<file path="src/rtl/monitor_estado_pkg.sv">
// Shared definitions for the state-code monitor: decoder state codes,
// 7-segment patterns, the monitor FSM state type and small lookup helpers.
package monitor_estado_pkg;

    // State codes emitted by the sequence decoder
    localparam logic [3:0] COD_IDLE  = 4'b0000;
    localparam logic [3:0] COD_P1    = 4'b0001;
    localparam logic [3:0] COD_P2    = 4'b0010;
    localparam logic [3:0] COD_P3    = 4'b0011;
    localparam logic [3:0] COD_P4    = 4'b0100;
    localparam logic [3:0] COD_P5    = 4'b0101;
    localparam logic [3:0] COD_ERRO  = 4'b1000;
    localparam logic [3:0] COD_FIM_A = 4'b1001;
    localparam logic [3:0] COD_FIM_B = 4'b1010;

    // 7-segment patterns, active-high, bit order {g,f,e,d,c,b,a}
    localparam logic [6:0] SEG_BLANK = 7'b0000000;
    localparam logic [6:0] SEG_1     = 7'b0000110;
    localparam logic [6:0] SEG_2     = 7'b1011011;
    localparam logic [6:0] SEG_3     = 7'b1001111;
    localparam logic [6:0] SEG_4     = 7'b1100110;
    localparam logic [6:0] SEG_5     = 7'b1101101;
    localparam logic [6:0] SEG_E     = 7'b1111001;
    localparam logic [6:0] SEG_F     = 7'b1110001;
    localparam logic [6:0] SEG_DASH  = 7'b1000000;

    // Monitor state: the class of the most recently registered code
    typedef enum logic [2:0] {
        IDLE,
        TRACK,
        ERRO,
        FIM_A,
        FIM_B,
        INVAL
    } mon_state_e;

    // Map a raw code to its monitor class
    function automatic mon_state_e classify(input logic [3:0] cod);
        mon_state_e cls;
        case (cod)
            COD_IDLE:                                  cls = IDLE;
            COD_P1, COD_P2, COD_P3, COD_P4, COD_P5:    cls = TRACK;
            COD_ERRO:                                  cls = ERRO;
            COD_FIM_A:                                 cls = FIM_A;
            COD_FIM_B:                                 cls = FIM_B;
            default:                                   cls = INVAL;
        endcase
        return cls;
    endfunction

    // Display pattern for a raw code
    function automatic logic [6:0] seg_of(input logic [3:0] cod);
        logic [6:0] pat;
        case (cod)
            COD_IDLE:             pat = SEG_BLANK;
            COD_P1:               pat = SEG_1;
            COD_P2:               pat = SEG_2;
            COD_P3:               pat = SEG_3;
            COD_P4:               pat = SEG_4;
            COD_P5:               pat = SEG_5;
            COD_ERRO:             pat = SEG_E;
            COD_FIM_A, COD_FIM_B: pat = SEG_F;
            default:              pat = SEG_DASH;
        endcase
        return pat;
    endfunction

endpackage

</file>
<file path="src/rtl/monitor_estado_pisca_div.sv">
// Blink divider for the error LED: restarts lit with a cleared counter,
// toggles every BLINK_DIV enabled cycles, and idles dark when disabled.
module monitor_estado_pisca_div #(
    parameter int BLINK_DIV = 25_000_000
) (
    input  logic clk,
    input  logic Reset,
    input  logic restart_i,
    input  logic enable_i,
    output logic led_o
);

    localparam int CW = (BLINK_DIV > 2) ? $clog2(BLINK_DIV) : 1;
    localparam logic [CW-1:0] CNT_MAX = CW'(BLINK_DIV - 1);

    logic [CW-1:0] cnt_q;
    logic          led_q;

    // Half-period counter and LED toggle; restart wins over enable
    always_ff @(posedge clk or posedge Reset) begin
        if (Reset) begin
            cnt_q <= '0;
            led_q <= 1'b0;
        end else if (restart_i) begin
            cnt_q <= '0;
            led_q <= 1'b1;
        end else if (enable_i) begin
            if (cnt_q == CNT_MAX) begin
                cnt_q <= '0;
                led_q <= ~led_q;
            end else begin
                cnt_q <= cnt_q + CW'(1);
            end
        end else begin
            cnt_q <= '0;
            led_q <= 1'b0;
        end
    end

    assign led_o = led_q;

endmodule

</file>
<file path="src/rtl/monitor_estado.sv">
// Monitor for the decoder state code: registers the code, classifies it,
// and drives the display digit, status LEDs, completion pulse and step
// counter, all registered (two cycles from estado to outputs).
module monitor_estado
    import monitor_estado_pkg::*;
#(
    parameter int BLINK_DIV = 25_000_000,
    parameter int CNT_W     = 4
) (
    input  logic             clk,
    input  logic             Reset,
    input  logic [3:0]       estado,
    output logic [6:0]       seg,
    output logic             led_erro,
    output logic             led_ok,
    output logic             fim,
    output logic             fim_id,
    output logic [CNT_W-1:0] passos
);

    logic [3:0]       est_q;
    logic [3:0]       prev_cod_q;   // code that produced the current outputs
    mon_state_e       state_q;
    mon_state_e       state_d;
    logic [6:0]       seg_q;
    logic             led_ok_q;
    logic             fim_q;
    logic             fim_id_q;
    logic [CNT_W-1:0] passos_q;
    logic [CNT_W-1:0] passos_d;
    logic             blink_restart;
    logic             blink_enable;

    // Input register: the code is sampled every cycle, no strobe
    always_ff @(posedge clk or posedge Reset) begin
        if (Reset) begin
            est_q <= COD_IDLE;
        end else begin
            est_q <= estado;
        end
    end

    // Next state is always the class of the registered code; step counter
    // only advances on IDLE->TRACK or TRACK->different TRACK moves
    always_comb begin
        state_d  = classify(est_q);
        passos_d = passos_q;
        if (state_d == TRACK &&
            (state_q == IDLE || (state_q == TRACK && prev_cod_q != est_q))) begin
            if (passos_q != {CNT_W{1'b1}}) begin
                passos_d = passos_q + CNT_W'(1);
            end
        end else if (state_d == IDLE && state_q != IDLE) begin
            passos_d = '0;
        end
    end

    // FSM with registered outputs; entry edges come from state_q vs state_d
    always_ff @(posedge clk or posedge Reset) begin
        if (Reset) begin
            state_q    <= IDLE;
            prev_cod_q <= COD_IDLE;
            seg_q      <= SEG_BLANK;
            led_ok_q   <= 1'b0;
            fim_q      <= 1'b0;
            fim_id_q   <= 1'b0;
            passos_q   <= '0;
        end else begin
            state_q    <= state_d;
            prev_cod_q <= est_q;
            seg_q      <= seg_of(est_q);
            led_ok_q   <= (state_d == FIM_A) || (state_d == FIM_B);
            fim_q      <= ((state_d == FIM_A) || (state_d == FIM_B)) && (state_d != state_q);
            fim_id_q   <= (state_d == FIM_B);
            passos_q   <= passos_d;
        end
    end

    assign blink_restart = (state_d == ERRO) && (state_q != ERRO);
    assign blink_enable  = (state_d == ERRO);

    monitor_estado_pisca_div #(
        .BLINK_DIV (BLINK_DIV)
    ) u_pisca (
        .clk       (clk),
        .Reset     (Reset),
        .restart_i (blink_restart),
        .enable_i  (blink_enable),
        .led_o     (led_erro)
    );

    assign seg    = seg_q;
    assign led_ok = led_ok_q;
    assign fim    = fim_q;
    assign fim_id = fim_id_q;
    assign passos = passos_q;

endmodule

</file>
<file path="config.mk">
export PLATFORM = sky130hd
export DESIGN_NAME = monitor_estado
export DESIGN_NICKNAME = d
export VERILOG_FILES = /design/src/rtl/monitor_estado_pkg.sv /design/src/rtl/monitor_estado_pisca_div.sv /design/src/rtl/monitor_estado.sv
export SDC_FILE = /design/constraint.sdc
export NUM_CORES = 1
export LEC_CHECK = 0
export BUFFER_PORTS_ARGS = -buffer_cell sky130_fd_sc_hd__buf_2
export CAP_MARGIN = 20
export CORE_ASPECT_RATIO = 1.75
export CORE_UTILIZATION = 35
export CTS_CLUSTER_DIAMETER = 200
export DETAILED_ROUTE_END_ITERATION = 16
export GPL_TIMING_DRIVEN = 0
export PLACE_DENSITY = 0.53
export SLEW_MARGIN = 20
export SYNTH_ARGS = -nofsm -noshare
export SYNTH_HDL_FRONTEND = slang
export SYNTH_SLANG_ARGS = --single-unit
export TNS_END_PERCENT = 100
</file>
<file path="constraint.sdc">
create_clock -name clk -period 2.54 [get_ports clk]
set_input_delay 0.635 -clock clk [delete_from_list [all_inputs] [get_ports clk]]
set_output_delay 0.635 -clock clk [all_outputs]
set_load 0.02 [all_outputs]
</file>
==> out/metrics.csv <==
stage,metric,value,unit
final_layout,share of layout cells above drive strength 1,0.158,
critical_path,WP data arrival,2.36,ns
power_and_ir_drop,Overall Power,1.79,mW
outcome,status,"complete, no violations",
critical_path,CP cell instances,ha_1 -> and4_1 -> buf_2 -> nand2_1 -> o31ai_4 -> buf_2 -> nor2_1,
drt,DRT Pass-1 Iters,4,
timing,"Hold Vio Cnt, Final",0,
cts,cts hold-fix bufs,0,
critical_path,"most used cell, CP",buf_2,
final_layout,final design utilization,0.424,
place,DP Cell Count,334,
global_routing,first-pass GRT wire length,8.67,mm
final_layout,"Design Area, Final",2810,µm²
timing,fin crit period,2.19,ns
timing,period utilization,0.864,
cts,CTS Sinks,51,
critical_path,CP endpoint kind,flip-flop,
die,Ports,21,
drt,drc violations,0,
place,dpl hpwl,3.62,mm
final_layout,"commonest non-fill, non-tap cells in the layout","dfrtp_1, buf_2, nor2_1, nand2_1, xor2_1",
critical_path,crit path kind,reg -> reg,
critical_path,CP Buf/Inv Count,2,
die,Starting Density,0.366,
yosys,Synth Net Count,239,
global_routing,gr ovfl total,0,
timing,Max Freq,0.456,GHz
timing,Final WS setup,0.346,ns
power_and_ir_drop,VDD IR-drop max,0.000263,V
drt,remaining antenna violation count,0,
global_routing,vias in the first global route,1791,
timing,clk_skew,0.00605,ns
timing,max-slew violations,0,
final_layout,fillers,667,
drt,DRT Wirelength,5.04,mm
flow_run,Max-cap violations,0,
final_layout,nets,267,
place,port bufs,20,
die,die area,7290,µm²
drt,DRT iter0 DRCs,97,
cts,TritonCTS clock tree,built,
cts,htree depth,2,
yosys,Post-Syn Area per Cell,10.5,µm²
timing,RSZ-0062 raised after global routing,false,
place,dpl ws,0.188,ns
timing,Final setup viols,0,
yosys,Synth Instances,231,
final_layout,# diodes,0,
die,row cnt,39,
critical_path,Slowest Stage Delay on Critical Path,0.43,ns
cts,clk_lat worst skew,0.29,ns
yosys,post-synth cell types,45,
die,chip height,112,µm
global_routing,initial antenna violation count,0,
min_path,hold path start,est_q[2],
final_layout,area grow syn2layout,15.8,%
yosys,sequential fraction of the synthesis area,0.525,
critical_path,CP max FO,10,
yosys,Mapped Area,2430,µm²
global_routing,GRT Total Usage,0.155,
place,placed standard-cell area,2660,µm²
critical_path,Crit Reg-Reg Startpoint,u_pisca.cnt_q[0],
cts,Clock Pin Slew Worst Setup and Hold Paths,0.07,ns
critical_path,Required @ worst endpoint,2.71,ns
timing,TNS Setup,0,ns
critical_path,Setup crit start kind,flip-flop,
timing,Slew headroom,0.528,
critical_path,Crit. Startpoint,u_pisca.cnt_q[0],
cts,Max clock buf depth,2,
place,GP Congestion,0.746,
final_layout,"Cell Count, Final, Fillers Out",341,
timing,WHS,0.379,ns
drt,Vias,1795,
drt,WL per Instance,14.8,µm
die,total core area,6640,µm²
critical_path,R2R Setup Slk,0.35,ns
final_layout,"commonest non-fill, non-tap cell in the layout",dfrtp_1,
yosys,#FFs+latches synth,51,
cts,TritonCTS Buffers,5,
critical_path,slowest CP cell,o31ai_4,
timing,Worst-Margin Slew,0.707,ns
power_and_ir_drop,Power Density,637,nW/µm²
critical_path,"delay-heaviest family, CP",buffers and inverters,
cts,Root Driver,clkbuf_16,
drt,Via density,5.26,
power_and_ir_drop,leakage,1.14,nW
global_routing,largest net degree at the start of global routing,32,
yosys,synth warn,0,
die,Die Wd,65.0,µm
min_path,Worst Hold Class,reg -> reg,
-- flip-flops by register name, summed over array words and instances, names as in the netlist --
name and count:
u_pisca.led_o 1, seg 7, led_ok 1, fim 1, u_pisca.cnt_q 25, fim_id 1, prev_cod_q 4, state_q 3
passos 4, est_q 4
-- cell type report --
cell class / count / area (µm²) / share of cell area
Clock buffer: 6 / 139 / 0.0494
Clock inverter: 1 / 5.00 / 0.00178
Inverter: 5 / 18.8 / 0.00667
Multi-Input combinational cell: 164 / 1090 / 0.388
Sequential cell: 51 / 1280 / 0.454
Buffer: 11 / 52.6 / 0.0187
Timing Repair Buffer: 21 / 128 / 0.0454
Tap cell: 82 / 103 / 0.0365
-- layer usage --
layer	track usage	wire length, µm	vias to the layer above	part of all wire
met4	0.0593	74	0	0.015
li1	-	-	886	-
met5	0	0	-	0
met2	0.286	2900	18	0.57
met1	0.166	1970	884	0.39
met3	0.0305	95	7	0.019
-- cell usage after synthesis (all sizes together) --
cell     number  share of area
nand3b        1         0.0031
or2           1         0.0026
xnor2        11          0.040
nor2b         3         0.0077
and2          1         0.0026
nand4         7          0.024
and3          1         0.0026
o2bb2ai       1         0.0036
a31oi         1         0.0026
nand2b        3         0.0077
dfrtp        51           0.53
mux2i         4          0.016
buf           5          0.012
o31a          1         0.0036
o31ai        10          0.033
o21ai         6          0.012
a2111o        1         0.0046
maj3          1         0.0041
nand2        18          0.028
a311oi        1         0.0036
nor4          4          0.010
or3           5          0.013
inv           5         0.0077
a21oi        13          0.030
ha            2          0.010
nor3b         2         0.0062
or4           8          0.026
nand3        11          0.025
or4b          1         0.0041
nor4bb        1         0.0041
xor2         12          0.043
nor3          6          0.012
clkbuf        6         0.0093
o21a          3         0.0093
nor2         18          0.028
o32ai         1         0.0036
and4          5          0.019
-- cells by family after synthesis --
family,after synthesis,synth area share
XOR/XNOR,23,0.0829
buffers and inverters,16,0.0293
flip-flops,51,0.525
AO/OA/AOI/OAI,38,0.106
multiplexers,4,0.0165
adder cells (fa/ha/maj),3,0.0144
AND/OR/NAND/NOR,96,0.226
-- timing repair --
item | 4_1_cts | 5_1_grt
resized for setup | 0 | 1
setup endpoints to repair | 0 | 2
setup buffers | 0 | 0
-- report_power, final --
group	internal, mW	leakage (nW)	switching [mW]	total, mW
Clock	0.385	0.0727	0.282	0.667
Combinational	0.0889	0.399	0.136	0.225
Sequential	0.857	0.670	0.0423	0.899
-- path summary, 6_finish.rpt --
path / end / cells past startpoint
setup / recovery: u_pisca.cnt_q[6] / 7
hold / removal: prev_cod_q[2] / 0
setup reg to reg: u_pisca.cnt_q[6] / 7
hold reg to reg: prev_cod_q[2] / 0
max in group asynchronous: est_q[3] / 3
min in group asynchronous: u_pisca.cnt_q[21] / 2
No activity file was read; power rests on OpenSTA's default activity.
